<file path="src/rtl/sweeper_pkg.sv">
// Shared types and helpers for the truth-table sweeper: state encoding, width helpers
// and common 3-input truth-table codes.
package sweeper_pkg;

    typedef enum logic [1:0] {
        IDLE = 2'd0,
        RUN  = 2'd1,
        DONE = 2'd2
    } sweep_state_e;

    function automatic int unsigned clog2(input int unsigned v);
        int unsigned r;
        r = 0;
        for (int i = 0; i < 32; i++) begin
            if ((64'd1 << i) < 64'(v)) r = i + 1;
        end
        return r;
    endfunction

    function automatic int unsigned tt_w(input int unsigned n);
        return 32'd1 << n;
    endfunction

    // Truth-table codes, combination 000 in the MSB.
    localparam logic [7:0] WOLF_B4  = 8'hB4;
    localparam logic [7:0] WOLF_A4  = 8'hA4;
    localparam logic [7:0] WOLF_96  = 8'h96;
    localparam logic [7:0] WOLF_E8  = 8'hE8;
    localparam logic [7:0] WOLF_80  = 8'h80;
    localparam logic [7:0] WOLF_FE  = 8'hFE;

endpackage

</file>
<file path="src/rtl/sweep_sync2.sv">
// Two-flop synchronizer for the gate output when it is not synchronous to clk.
module sweep_sync2 (
    input  logic clk,
    input  logic rst_n,
    input  logic d_i,
    output logic q_o
);

    logic meta_q, sync_q;

    always_ff @(posedge clk or negedge rst_n) begin
        if (!rst_n) begin
            meta_q <= 1'b0;
            sync_q <= 1'b0;
        end else begin
            meta_q <= d_i;
            sync_q <= meta_q;
        end
    end

    assign q_o = sync_q;

endmodule

</file>
<file path="src/rtl/truth_table_sweeper.sv">
// Steps a combinational gate through every input combination and assembles its truth table.
// Optional `SWEEP_SYNC_EN: synchronize dut_out through sweep_sync2 before sampling.
module truth_table_sweeper
    import sweeper_pkg::*;
#(
    parameter int unsigned          N_IN          = 3,
    parameter int unsigned          SETTLE_CYCLES = 4,
    parameter logic [tt_w(N_IN)-1:0] EXPECTED     = WOLF_B4
) (
    input  logic                  clk,
    input  logic                  rst_n,
    input  logic                  start,
    input  logic                  abort,
    output logic [N_IN-1:0]       in_vec,
    input  logic                  dut_out,
    output logic                  busy,
    output logic                  done,
    output logic [tt_w(N_IN)-1:0] table_out,
    output logic                  valid,
    output logic                  match
);

    localparam int unsigned TW = tt_w(N_IN);
    localparam int unsigned IW = N_IN + 1;
    localparam int unsigned CW = clog2(SETTLE_CYCLES) + 1;

    localparam logic [CW-1:0] CNT_RELOAD = CW'(SETTLE_CYCLES - 1);
    localparam logic [IW-1:0] IDX_LAST   = IW'(TW - 1);

    if (SETTLE_CYCLES < 1) begin : g_bad_settle
        $error("SETTLE_CYCLES must be at least 1");
    end

    logic sample_bit;

`ifdef SWEEP_SYNC_EN
    // Two synchronizer stages plus one settle cycle before the sample is trustworthy.
    if (SETTLE_CYCLES < 3) begin : g_bad_sync_settle
        $error("SETTLE_CYCLES must be at least 3 with SWEEP_SYNC_EN");
    end

    sweep_sync2 u_sync (
        .clk   (clk),
        .rst_n (rst_n),
        .d_i   (dut_out),
        .q_o   (sample_bit)
    );
`else
    assign sample_bit = dut_out;
`endif

    sweep_state_e    state_q, state_d;
    logic [IW-1:0]   idx_q, idx_d;
    logic [CW-1:0]   cnt_q, cnt_d;
    logic [TW-1:0]   shadow_q, shadow_d;
    logic [TW-1:0]   table_q, table_d;
    logic            valid_q, valid_d;
    logic            match_q, match_d;
    logic [N_IN-1:0] bit_pos;

    // Combination idx lands at bit TW-1-idx, i.e. the bitwise complement of idx.
    assign bit_pos = ~idx_q[N_IN-1:0];

    always_comb begin
        state_d  = state_q;
        idx_d    = idx_q;
        cnt_d    = cnt_q;
        shadow_d = shadow_q;
        table_d  = table_q;
        valid_d  = valid_q;
        match_d  = match_q;
        unique case (state_q)
            IDLE: begin
                if (!abort && start) begin
                    state_d  = RUN;
                    idx_d    = '0;
                    cnt_d    = CNT_RELOAD;
                    shadow_d = '0;
                    valid_d  = 1'b0;
                    match_d  = 1'b0;
                end
            end
            RUN: begin
                if (abort) begin
                    state_d = IDLE;
                end else if (cnt_q != '0) begin
                    cnt_d = cnt_q - 1'b1;
                end else begin
                    shadow_d[bit_pos] = sample_bit;
                    if (idx_q == IDX_LAST) begin
                        // Publish together with the final sample so results coincide with done.
                        state_d = DONE;
                        table_d = shadow_d;
                        valid_d = 1'b1;
                        match_d = (shadow_d == EXPECTED);
                    end else begin
                        idx_d = idx_q + 1'b1;
                        cnt_d = CNT_RELOAD;
                    end
                end
            end
            DONE:    state_d = IDLE;
            default: state_d = IDLE;
        endcase
    end

    always_ff @(posedge clk or negedge rst_n) begin
        if (!rst_n) begin
            state_q  <= IDLE;
            idx_q    <= '0;
            cnt_q    <= '0;
            shadow_q <= '0;
            table_q  <= '0;
            valid_q  <= 1'b0;
            match_q  <= 1'b0;
        end else begin
            state_q  <= state_d;
            idx_q    <= idx_d;
            cnt_q    <= cnt_d;
            shadow_q <= shadow_d;
            table_q  <= table_d;
            valid_q  <= valid_d;
            match_q  <= match_d;
        end
    end

    assign busy      = (state_q == RUN);
    assign done      = (state_q == DONE);
    assign in_vec    = busy ? idx_q[N_IN-1:0] : '0;
    assign table_out = table_q;
    assign valid     = valid_q;
    assign match     = match_q;

endmodule

</file>
<file path="config.mk">
export PLATFORM = sky130hd
export DESIGN_NAME = truth_table_sweeper
export DESIGN_NICKNAME = d
export VERILOG_FILES = /design/src/rtl/sweeper_pkg.sv /design/src/rtl/sweep_sync2.sv /design/src/rtl/truth_table_sweeper.sv
export SDC_FILE = /design/constraint.sdc
export NUM_CORES = 1
export LEC_CHECK = 0
export BUFFER_PORTS_ARGS = -buffer_cell sky130_fd_sc_hd__buf_2
export CORE_MARGIN = 4
export CORE_UTILIZATION = 45
export CTS_BUF_LIST = sky130_fd_sc_hd__clkbuf_8
export CTS_CLUSTER_DIAMETER = 30
export DETAILED_ROUTE_END_ITERATION = 10
export HOLD_SLACK_MARGIN = 0.08
export PLACE_DENSITY_LB_ADDON = 0.15
export SLEW_MARGIN = 20
export SYNTH_ARGS = -nofsm -noshare
export SYNTH_HDL_FRONTEND = slang
export SYNTH_SLANG_ARGS = --single-unit
</file>
<file path="constraint.sdc">
create_clock -name clk -period 5 [get_ports clk]
set_clock_uncertainty 0.1 [all_clocks]
set_input_delay 0.25 -clock clk [delete_from_list [all_inputs] [get_ports clk]]
set_output_delay 0.25 -clock clk [all_outputs]
set_load 0.01 [all_outputs]
</file>
==> impl_metrics.json <==
{
  "outcome": "finished clean",
  "synth_mux_area_share_pct": 5.50,
  "path_class": "reg -> reg",
  "dp_slack_ns": 2.69,
  "worst_pin_slew_ns": 0.645,
  "track_usage_pct": 16.1,
  "cts_max_level": 1,
  "hold_violations": 0,
  "cts.clk_slew.worst_paths_ns": 0.09,
  "place.gp.congestion": 0.839,
  "slowest_stage": "dfrtp_1",
  "clock_latency_ns": 0.28,
  "cp_data_arrival_time_ns": 2.46,
  "worstPathCellList": "ha_1, inv_1, or3_4, nor2_8, nand3_2, o41ai_2",
  "drt_iter0_drc": 80,
  "wl_per_cell_um": 14.2,
  "hold_buffers": 1,
  "maxSlewViolCount": 0,
  "synth-simple-area-share_pct": 21.6,
  "yosysUniqueCellTypes": 38,
  "fmax_ghz": 0.420,
  "dr.pass1.iters": 4,
  "clock-root-buffer": "clkbuf_8",
  "cap_violations": 0,
  "p_clk_share_pct": 26.4,
  "p_int_uw": 327,
  "grt_pass1_wl_um": 5260,
  "relSlewSlack_pct": 57.0,
  "rsz0062_at_grt": "false",
  "synth_fp_nets": 174,
  "overflow": 0,
  "fin_ws_ns": 2.62,
  "clk_path_buf_depth": 2,
  "switchingPower_uw": 147,
  "cp-end-kind": "flip-flop",
  "final_antenna_net_count": 0,
  "numCtsBuffers": 3,
  "power.static_leakage_nw": 0.812,
  "cts_tree": "built",
  "grt_max_degree": 28,
  "setup_tns_ns": 0,
  "die-area_sq_um": 4330,
  "synth-seq-cells": 27,
  "synth_compound_area_share_pct": 20.6,
  "die_height_um": 65.8,
  "via_count": 1210,
  "syn_area_per_cell_sq_um": 9.05,
  "cts_sinks": 27,
  "initial_utilization_pct": 48.0,
  "core_sq_um": 3130,
  "power_density_nw_per_um2": 283,
  "viasPerCell": 5.33,
  "routed_wirelength_um": 3220,
  "drc": 0,
  "finalCriticalPeriod_ns": 2.38,
  "die_w_um": 65.8,
  "p_sw_share_pct": 31.0,
  "fin_nets": 192,
  "cts_setup_buffers": 0,
  "numPortBuffers": 19,
  "rows": 20,
  "crit_fanout": 21,
  "synth_top_family_by_area": "simple AND/OR/NAND/NOR gates",
  "yosys_warnings": 0,
  "p_comb_share_pct": 19.5,
  "syn-cell-area_sq_um": 1500,
  "synth_largest_area_cell": "dfrtp_1",
  "min_path_cells": 4,
  "diodes": 0,
  "ys_top_cells_by_area": "dfrtp_1, o21ai_0, nor2_1",
  "final_cell_mix": "dfrtp_1, nor2_1, buf_2",
  "area_growth_pct": 11.3,
  "postSynthCellCount": 166,
  "setup_viol": 0,
  "antenna_found_initial": 0,
  "cts_resized": 0,
  "start_kind": "flip-flop",
  "post-route-period-util_pct": 47.6,
  "reg2reg_depth": 6,
  "peakVddDrop_mv": 0.191,
  "hold-worst-slack_ns": 0.224,
  "io_pins": 20,
  "sequentialPowerShare_pct": 54.1,
  "slowest_delay_ns": 0.77,
  "drive_gt1_share_pct": 16.4,
  "synth_seq_area_share_pct": 45.0,
  "synth_top_area_share_pct": 45.0,
  "grt_pass1_vias": 1115,
  "worst_hold_path_type": "in -> reg",
  "final_util_pct": 53.5,
  "synth_xor_area_share_pct": 0,
  "dp_hpwl_um": 2180,
  "required_ns": 5.08,
  "synthAdderAreaFrac_pct": 2.50,
  "final_common_cell": "dfrtp_1"
}
-- Yosys cell counts --
cell / number
a22o_1: 1
and3b_1: 1
buf_2: 1
and2b_1: 2
nor2b_1: 2
nor2_1: 24
o21a_1: 1
or3_4: 1
nand2b_1: 4
o21bai_1: 1
a21oi_1: 14
o31ai_1: 3
nand2_1: 13
nand3_2: 1
o22ai_1: 2
and2_1: 4
nand3b_1: 1
mux2_2: 2
or3_1: 2
o41ai_1: 1
buf_6: 1
nand2b_4: 1
clkbuf_1: 5
o211a_1: 1
dfrtp_1: 27
o211ai_1: 1
o41ai_2: 1
nor2_8: 1
inv_1: 8
nor3_1: 2
nand3_1: 3
o21ai_0: 18
a32oi_1: 1
ha_1: 3
a2bb2oi_1: 3
mux2i_1: 6
buf_4: 1
a31oi_1: 2
-- state kept, by name, indices dropped and copies added (netlist names) --
name / cells
valid: 1
match: 1
cnt_q: 3
idx_q: 4
table_out: 8
state_q: 2
shadow_q: 8
-- per-layer routing --
metal / routed length [um] / track usage [%] / vias up
met5: 0 / 0 / -
met4: 63 / 6.99 / 0
met3: 123 / 4.08 / 8
met2: 1330 / 22.8 / 24
met1: 1710 / 23.0 / 562
li1: - / - / 616
-- kinds of logic after synthesis --
family / after synthesis
buffers and inverters: 16
DFF: 27
AOI/OAI and AO/OA: 50
muxes: 8
and+or+nand+nor: 62
adders and majority gates: 3
-- final cells by class --
type,instances,area [sq um]
clock inverter,1,3.75
multi-input combinational,123,754
timing repair buffer,21,113
clock buffer,3,41.3
fill,282,1460
sequential,27,676
inverter,8,30.0
tap,44,55.1
-- power by group through the flow --
stage          Combinational, mW  Clock (mW)  Sequential, mW
2_1_floorplan             0.0782           0           0.248
3_3_place_gp              0.0902           0           0.259
3_5_place_dp              0.0914           0           0.260
4_1_cts                   0.0935       0.130           0.256
5_1_grt                    0.106       0.141           0.260
6_report                  0.0925       0.125           0.256
-- path summary, 6_finish.rpt --
kind | start | endpoint | slack, ns
worst min register to register | shadow_q[6] | shadow_q[6] | 0.40
worst min-delay path | abort | cnt_q[2] | 0.22
min in group asynchronous | rst_n | table_out[4] | 0.40
max in group asynchronous | rst_n | shadow_q[3] | 4.01
worst max-delay path | idx_q[0] | match | 2.62
worst max register to register | idx_q[0] | match | 2.62
-- worst max-delay path: cells and delay by family (launching register included) --
kind                       cells  cell delay, ns
DFF                            1            0.77
adders and majority gates      1            0.26
buffers and inverters          1            0.05
and+or+nand+nor                3            0.77
AOI/OAI and AO/OA              1            0.33
-- stage by stage --
stage | cells | instance area [sq um] | power (mW)
2_1_floorplan | 166 | 1500 | 0.326
3_3_place_gp | 222 | 1620 | 0.349
3_5_place_dp | 222 | 1620 | 0.351
4_1_cts | 227 | 1670 | 0.479
5_1_grt | 227 | 1670 | 0.506
6_report | 227 | 1670 | 0.474
Note: power is estimated with default switching activity, not from simulation.
